<file path="config.mk">
export PLATFORM = sky130hd
export DESIGN_NAME = demux8_deser_flat
export DESIGN_NICKNAME = d
export VERILOG_FILES = /design/src/rtl/demux8_deser_pkg.sv /design/src/rtl/demux8_deser_if.sv /design/src/rtl/demux8_deser_idle_timer.sv /design/src/rtl/demux8_deser.sv /design/src/flat_wrapper.sv
export SDC_FILE = /design/constraint.sdc
export NUM_CORES = 1
export LEC_CHECK = 0
export ABC_CLOCK_PERIOD_IN_PS = 2400
export CAP_MARGIN = 25
export CELL_PAD_IN_SITES_DETAIL_PLACEMENT = 1
export CELL_PAD_IN_SITES_GLOBAL_PLACEMENT = 1
export CORE_ASPECT_RATIO = 1.1
export CORE_MARGIN = 1.5
export CORE_UTILIZATION = 38
export CTS_BUF_LIST = sky130_fd_sc_hd__clkbuf_16
export CTS_CLUSTER_DIAMETER = 40
export CTS_CLUSTER_SIZE = 16
export DETAILED_ROUTE_END_ITERATION = 10
export PLACE_DENSITY = 0.75
export SYNTH_ARGS = -nofsm -noshare
export SYNTH_HDL_FRONTEND = slang
export SYNTH_SLANG_ARGS = --single-unit
</file>
<file path="constraint.sdc">
create_clock -name clk -period 2.4 [get_ports clk]
set_clock_uncertainty 0.05 [all_clocks]
set_input_delay 0.72 -clock clk [delete_from_list [all_inputs] [get_ports clk]]
set_output_delay 0.72 -clock clk [all_outputs]
set_load 0.05 [all_outputs]
</file>
<file path="src/rtl/demux8_deser_pkg.sv">
`default_nettype none
// ============================================================================
// Module   : demux8_deser_pkg
// Brief    : Shared widths, FSM state type and slot-to-bit mapping.
// Revision : 1.0
// ============================================================================
package demux8_deser_pkg;

  localparam int SLOT_W = 3;
  localparam int WORD_W = 8;

  typedef enum logic [0:0] {
    IDLE    = 1'b0,
    COLLECT = 1'b1
  } state_t;

  function automatic logic [SLOT_W-1:0] slot_to_idx(input logic [SLOT_W-1:0] s,
                                                     input logic msb_first);
    return msb_first ? (SLOT_W'(WORD_W - 1) - s) : s;
  endfunction

endpackage
`default_nettype wire

</file>
<file path="src/rtl/demux8_deser_if.sv">
`default_nettype none
// ============================================================================
// Module   : demux8_deser_if
// Brief    : Serial-in / word-out bundle for the 8-slot deserializer.
// Revision : 1.0
// ============================================================================
interface demux8_deser_if;
  import demux8_deser_pkg::*;

  logic              din;
  logic              din_valid;
  logic              frame_start;
  logic [WORD_W-1:0] dout;
  logic              dout_valid;
  logic              frame_err;
  logic [SLOT_W-1:0] slot;
  logic              busy;

  modport master (
    output din, din_valid, frame_start,
    input  dout, dout_valid, frame_err, slot, busy
  );

  modport slave (
    input  din, din_valid, frame_start,
    output dout, dout_valid, frame_err, slot, busy
  );

endinterface
`default_nettype wire

</file>
<file path="src/rtl/demux8_deser_idle_timer.sv">
`default_nettype none
// ============================================================================
// Module   : demux8_deser_idle_timer
// Brief    : Idle-cycle counter with clear, run enable and terminal count.
// Revision : 1.0
// ============================================================================
module demux8_deser_idle_timer #(
  parameter int TIMEOUT = 16,
  parameter int TO_W    = 8
) (
  input  logic clk,
  input  logic rst_n,
  input  logic i_clr,
  input  logic i_en,
  output logic o_tc
);

  logic [TO_W-1:0] r_cnt;
  logic            w_tc;

  generate
    if (TIMEOUT > 0) begin : g_tc
      localparam logic [TO_W-1:0] c_TC = TO_W'(TIMEOUT - 1);
      // Terminal count fires on the cycle that would bring the count to TIMEOUT.
      assign w_tc = i_en & ~i_clr & (r_cnt == c_TC);
    end else begin : g_no_tc
      assign w_tc = 1'b0;
    end
  endgenerate

  always_ff @(posedge clk or negedge rst_n) begin
    if (!rst_n) begin
      r_cnt <= '0;
    end else if (i_clr || !i_en || w_tc || (TIMEOUT == 0)) begin
      r_cnt <= '0;
    end else begin
      r_cnt <= r_cnt + TO_W'(1);
    end
  end

  assign o_tc = w_tc;

endmodule
`default_nettype wire

</file>
<file path="src/rtl/demux8_deser.sv">
`default_nettype none
// ============================================================================
// Module   : demux8_deser
// Brief    : 1-to-8 serial deserializer; steers valid bits into slots 0..7.
// Revision : 1.0
// ============================================================================
module demux8_deser
  import demux8_deser_pkg::*;
#(
  parameter int MSB_FIRST = 0,
  parameter int TIMEOUT   = 16,
  parameter int TO_W      = 8
) (
  input  logic          clk,
  input  logic          rst_n,
  demux8_deser_if.slave io_link
);

  logic [SLOT_W-1:0] r_slot;
  logic [WORD_W-1:0] r_asm;
  logic [WORD_W-1:0] r_dout;
  logic              r_dout_valid;
  logic              r_frame_err;
  state_t            r_state;

  logic              w_tc;
  logic              w_resync;
  logic              w_abort;
  logic [SLOT_W-1:0] w_slot_base;
  logic [SLOT_W-1:0] w_idx;
  logic [WORD_W-1:0] w_asm_base;
  logic [WORD_W-1:0] w_asm_wr;

  demux8_deser_idle_timer #(
    .TIMEOUT (TIMEOUT),
    .TO_W    (TO_W)
  ) u_idle_timer (
    .clk   (clk),
    .rst_n (rst_n),
    .i_clr (io_link.din_valid | io_link.frame_start),
    .i_en  (r_slot != '0),
    .o_tc  (w_tc)
  );

  // Resync and timeout share one abort path, so coincident causes give one pulse.
  assign w_resync = io_link.frame_start | w_tc;
  assign w_abort  = w_resync & (r_slot != '0);

  always_comb begin
    w_slot_base     = w_resync ? '0 : r_slot;
    w_asm_base      = w_abort ? '0 : r_asm;
    w_idx           = slot_to_idx(w_slot_base, MSB_FIRST != 0);
    w_asm_wr        = w_asm_base;
    w_asm_wr[w_idx] = io_link.din;
  end

  always_ff @(posedge clk or negedge rst_n) begin
    if (!rst_n) begin
      r_slot       <= '0;
      r_asm        <= '0;
      r_dout       <= '0;
      r_dout_valid <= 1'b0;
      r_frame_err  <= 1'b0;
      r_state      <= IDLE;
    end else begin
      r_dout_valid <= 1'b0;
      r_frame_err  <= w_abort;
      if (io_link.din_valid) begin
        r_asm   <= w_asm_wr;
        r_slot  <= w_slot_base + SLOT_W'(1);
        r_state <= (w_slot_base == '1) ? IDLE : COLLECT;
        if (w_slot_base == '1) begin
          r_dout       <= w_asm_wr;
          r_dout_valid <= 1'b1;
        end
      end else begin
        r_asm   <= w_asm_base;
        r_slot  <= w_slot_base;
        r_state <= (w_slot_base != '0) ? COLLECT : IDLE;
      end
    end
  end

  assign io_link.dout       = r_dout;
  assign io_link.dout_valid = r_dout_valid;
  assign io_link.frame_err  = r_frame_err;
  assign io_link.slot       = r_slot;
  assign io_link.busy       = (r_state == COLLECT);

endmodule
`default_nettype wire

</file>
<file path="src/flat_wrapper.sv">
// flat-port wrapper written by rule: the top's interface ports become plain ports
module demux8_deser_flat import demux8_deser_pkg::*;
#(
  parameter int MSB_FIRST = 0,
  parameter int TIMEOUT   = 16,
  parameter int TO_W      = 8
)
  (clk, rst_n, io_link_din, io_link_din_valid, io_link_frame_start, io_link_dout, io_link_dout_valid, io_link_frame_err, io_link_slot, io_link_busy);
  demux8_deser_if io_link_i ();
  input  logic clk;
  input  logic rst_n;
  input wire logic [$bits(io_link_i.din)-1:0] io_link_din;
  input wire logic [$bits(io_link_i.din_valid)-1:0] io_link_din_valid;
  input wire logic [$bits(io_link_i.frame_start)-1:0] io_link_frame_start;
  output wire logic [$bits(io_link_i.dout)-1:0] io_link_dout;
  output wire logic [$bits(io_link_i.dout_valid)-1:0] io_link_dout_valid;
  output wire logic [$bits(io_link_i.frame_err)-1:0] io_link_frame_err;
  output wire logic [$bits(io_link_i.slot)-1:0] io_link_slot;
  output wire logic [$bits(io_link_i.busy)-1:0] io_link_busy;
  assign io_link_i.din = io_link_din;
  assign io_link_i.din_valid = io_link_din_valid;
  assign io_link_i.frame_start = io_link_frame_start;
  assign io_link_dout = io_link_i.dout;
  assign io_link_dout_valid = io_link_i.dout_valid;
  assign io_link_frame_err = io_link_i.frame_err;
  assign io_link_slot = io_link_i.slot;
  assign io_link_busy = io_link_i.busy;
  demux8_deser #(.MSB_FIRST(MSB_FIRST), .TIMEOUT(TIMEOUT), .TO_W(TO_W)) u_core (.clk(clk), .rst_n(rst_n), .io_link(io_link_i));
endmodule
</file>
==> results.env <==
POSTSYNTHNETCOUNT=174
CLKSINKCOUNT=30
POSTSYNTH.ASYNCRESETSHARE_PCT=100.0
FINALSETUPVIOLATIONS=0
GRT_FIRST_PASS_WIRELENGTH_UM=7790
TIMING.MAX_SLEW.REL_SLACK_PCT=64.83
TIMING.FINAL.HOLD_VIOLATIONS=0
MAX_SLEW_VIO_COUNT=0
CRITICAL_PATH.CELL_CHAIN='or4_4 > o311ai_4 > inv_1 > ha_2 > ha_4 > nand2_4 > inv_4 > o2111a_1 > a221o_1'
NUM_ROWS=24
IO_BUFFER_COUNT=18
CRITPATHBUFINV=2
DIEHEIGHT_UM=69.88
FP.COREAREA_UM2=3934
CRITICAL-PATH-MAX-STAGE-DELAY_NS=0.58
CRITICAL_PATH.MAX_FANOUT=3
START_UTIL_PCT=39.28
SETUP_TNS_NS=0
SYNTH_TOP_FLOP_CELL='dfrtp_1'
POST_CTS_HOLD_BUFFER_COUNT=0
FINALCRITICALPERIOD_NS=2.345
WORST_SETUP_PATH_STARTPOINT='u_core.u_idle_timer.r_cnt[5]'
POWER.IR.VDD_WORST_mV=0.4482
CELL_AREA_AFTER_SYNTHESIS_UM2=1545
CTS_HTREE_LEVELS=2
AREA_DELTA_SYNTH_FINAL_PCT=43.32
CLK_TRANSITION_REPORTED_PATHS_NS=0.05
CLK-INSERTION-DELAY-LATE_NS=0.28
FP.DIEW_UM=63.80
NETLIST_TOP_CELLS_AREA='dfrtp_1 49%, nand2_1 5.6%, nor2_1 3.9%, a31oi_1 3.2%, ha_1 3.2%'
SYNTH_SEQUENTIAL_AREA_RATIO_PCT=48.58
CRIT-REG2REG-LAUNCH='u_core.u_idle_timer.r_cnt[5]'
PERIOD_SHARE_PCT=97.72
DETAILEDROUTE.FIRSTPASSITERATIONCOUNT=4
YS_TOP_CELLS_BY_COUNT='30 x dfrtp_1, 23 x nand2_1, 16 x nor2_1'
POST_ROUTE_CELLS_DRIVE_ABOVE_1_SHARE_PCT=27.40
RSZ0062_AT_GRT='true'
HOLD_PATH.CLASS='flip-flop to flip-flop'
GRT_START_MAX_NET_PINS=31
YOSYSWARNINGS=0
SYNTHMOSTINSTANTIATEDCELL='dfrtp_1'
WORST-ENDPOINT-REQUIRED_NS=2.51
ACTUAL_SLEW_AT_THE_WORST_MAX_SLEW_PIN_NS=0.5253
DETAILED_PLACE_HPWL_UM=3387
PWR_DENSITY_CELL_nW_PER_UM2=625.4
GRT.TOTAL_USAGE_PCT=22.65
YOSYSTOPAREACELLSHARE_PCT=48.58
SYNTH_SEQ_CELLS=30
CLOCK_TREE_FROM_TRITONCTS='done'
CTS_ROOT_BUF='clkbuf_16'
CLOCK_BUFFERS_CREATED_BY_TRITONCTS=5
CRITICAL-PATH-TOP-DELAY-FAMILY='compound AO/OA/AOI/OAI gates'
LEAKAGEPOWER_nW=0.9873
WORST_HOLD_STARTPOINT='u_core.u_idle_timer.r_cnt[0]'
POST_SYNTH_INST_COUNT=165
TIMING.CRITICAL_PATH.TO_TYPE='flip-flop'
VIAS=1485
PRECTSSETUPSLACK_NS=-0.5035
ACHIEVABLE-FREQUENCY_MHz=426.4
AVGVIACOUNTPERCELL=5.480
DRT_DRC_VIOLATIONS_LEFT=0
GRT_PASS1_VIAS=1642
SYNTH_TOP_CELL_BY_AREA='dfrtp_1'
GRT.OVERFLOW.TOTAL=0
FIN_AREA_UM2=2215
ANTENNA_CELLS=0
DESIGN.DIE.AREA_UM2=4458
CRITPATHKIND='flip-flop to flip-flop'
ROUTED_WIRE_LENGTH_PER_INSTANCE_UM=17.61
CTSLONGESTPATHBUFFERS=2
FINAL_ANTENNA_NET_COUNT=0
DRT_FIRST_ITER_VIOLATIONS=69
CP-START-KIND='flip-flop'
CPMAXSTAGEDELAYCELL='or4_4'
TIMING.CRITICAL_PATH.ARRIVAL_NS=2.45
DETAIL_ROUTE.WIRELENGTH_UM=4772
SETUP_SLACK_NS=0.05478
FINAL_NETS=227
GP_ROUTABILITY_CONGESTION=0.8464
LAYOUT.FILLER_CELLS=463
SYNTH-EDFF-COUNT=0
DRV.MAX_CAP_VIOLATION_COUNT=0
SYNTH.AVG_CELL_AREA_UM2=9.365
YOSYSUNIQUECELLTYPES=40
PLACE_AREA_UM2=2007
OUTCOME='finished, final reports clean'
ANTENNA_FOUND_INITIAL=0
DESIGN.PORTCOUNT=19
layout by cell type, fill, tap and decap left out, types with 2 or more instances in the layout:
cell type	synthesis	layout
nor3b_1	2	2
nor2_2	2	3
dfrtp_2	0	3
o221ai_1	4	4
clkdlybuf4s50_1	0	13
nand3_1	10	10
a31oi_1	8	8
xnor2_1	4	4
dfrtp_1	30	27
a21oi_1	3	3
clkinv_1	0	3
xor2_1	2	2
nor3_1	2	2
dlygate4sd2_1	0	2
nand2_1	23	22
o21ai_0	5	4
nor2b_1	2	2
nor2_1	16	14
inv_1	10	9
clkbuf_16	0	5
ha_1	4	2
o22ai_1	6	6
buf_4	0	36
or3_1	5	5
metal layers:
metal | routed length [um] | GRT usage [%] | up-vias
met3 | 171 | 4.992 | 5
li1 | - | - | 700
met2 | 2656 | 41.78 | 33
met1 | 1882 | 24.97 | 747
met4 | 61 | 8.213 | 0
met5 | 0 | 0 | -
worst reg2reg max path: stages (launching register included):
cell	delay, ns
dfrtp_1	0.37
or4_4	0.58
o311ai_4	0.30
inv_1	0.08
ha_2	0.20
ha_4	0.16
nand2_4	0.08
inv_4	0.04
o2111a_1	0.11
a221o_1	0.26
registers in the layout (all words and copies together), names as in the netlist:
signal	count
u_core.io_link.dout	8
u_core.r_asm	8
u_core.u_idle_timer.r_cnt	8
u_core.io_link.slot	3
u_core.io_link.busy	1
u_core.io_link.dout_valid	1
u_core.io_link.frame_err	1
stage by stage:
stage | utilization [%] | hold slack [ns] | power [W] | std cells
after floorplan | - | 0.3744 | 0.0006847 | 165
after global placement | 51.02 | 0.3996 | 0.0007999 | 258
after detailed placement | 51.02 | 0.4154 | 0.0008111 | 258
after CTS | 54.61 | 0.4227 | 0.001394 | 267
after global routing | 56.30 | 0.4443 | 0.001440 | 271
final | 56.30 | 0.4179 | 0.001385 | 271
area by class of cell:
class / instances / area (um2) / share of cell area (%)
multi-input cells: 118 / 769.5 / 34.75
flip-flops and latches: 30 / 754.5 / 34.07
repair buffers: 53 / 449.2 / 20.28
clock buffers: 5 / 125.1 / 5.650
well taps: 52 / 65.06 / 2.938
inverters: 10 / 40.04 / 1.808
clock inverters: 3 / 11.26 / 0.5085
what timing repair did:
item	4_1_cts	5_1_grt
buffers inserted	1	4
gates resized for setup	2	11
endpoints found under the setup margin	10	9
pin swaps	0	6
report_power, final:
part / total [W] / internal, W / leakage [nW] / switching [W]
sequential: 0.000540 / 0.000529 / 0.405 / 0.0000111
clock: 0.000580 / 0.000372 / 0.0663 / 0.000208
combinational: 0.000266 / 0.000101 / 0.516 / 0.000165
worst paths after layout:
kind	slack [ns]	end	cells past startpoint
worst max-delay path	0.05	u_core.io_link.dout[6]	9
worst min-delay path	0.42	u_core.u_idle_timer.r_cnt[0]	1
worst max register to register	0.05	u_core.io_link.dout[6]	9
worst min register to register	0.42	u_core.u_idle_timer.r_cnt[0]	1
max in group asynchronous	1.18	u_core.io_link.slot[1]	2
min in group asynchronous	0.80	u_core.r_asm[5]	2
kinds of logic (layout without fill, tap and decap cells):
family / Yosys count / count (layout) / synth area share [%]
simple gates: 71 / 71 / 22.59
flops: 30 / 30 / 48.58
xor+xnor: 6 / 6 / 3.401
buf+inv: 17 / 71 / 4.210
fa+ha+maj: 4 / 4 / 3.239
compound gates: 36 / 36 / 17.33
mux: 1 / 1 / 0.6478
Power figures use the tool's default switching activity.
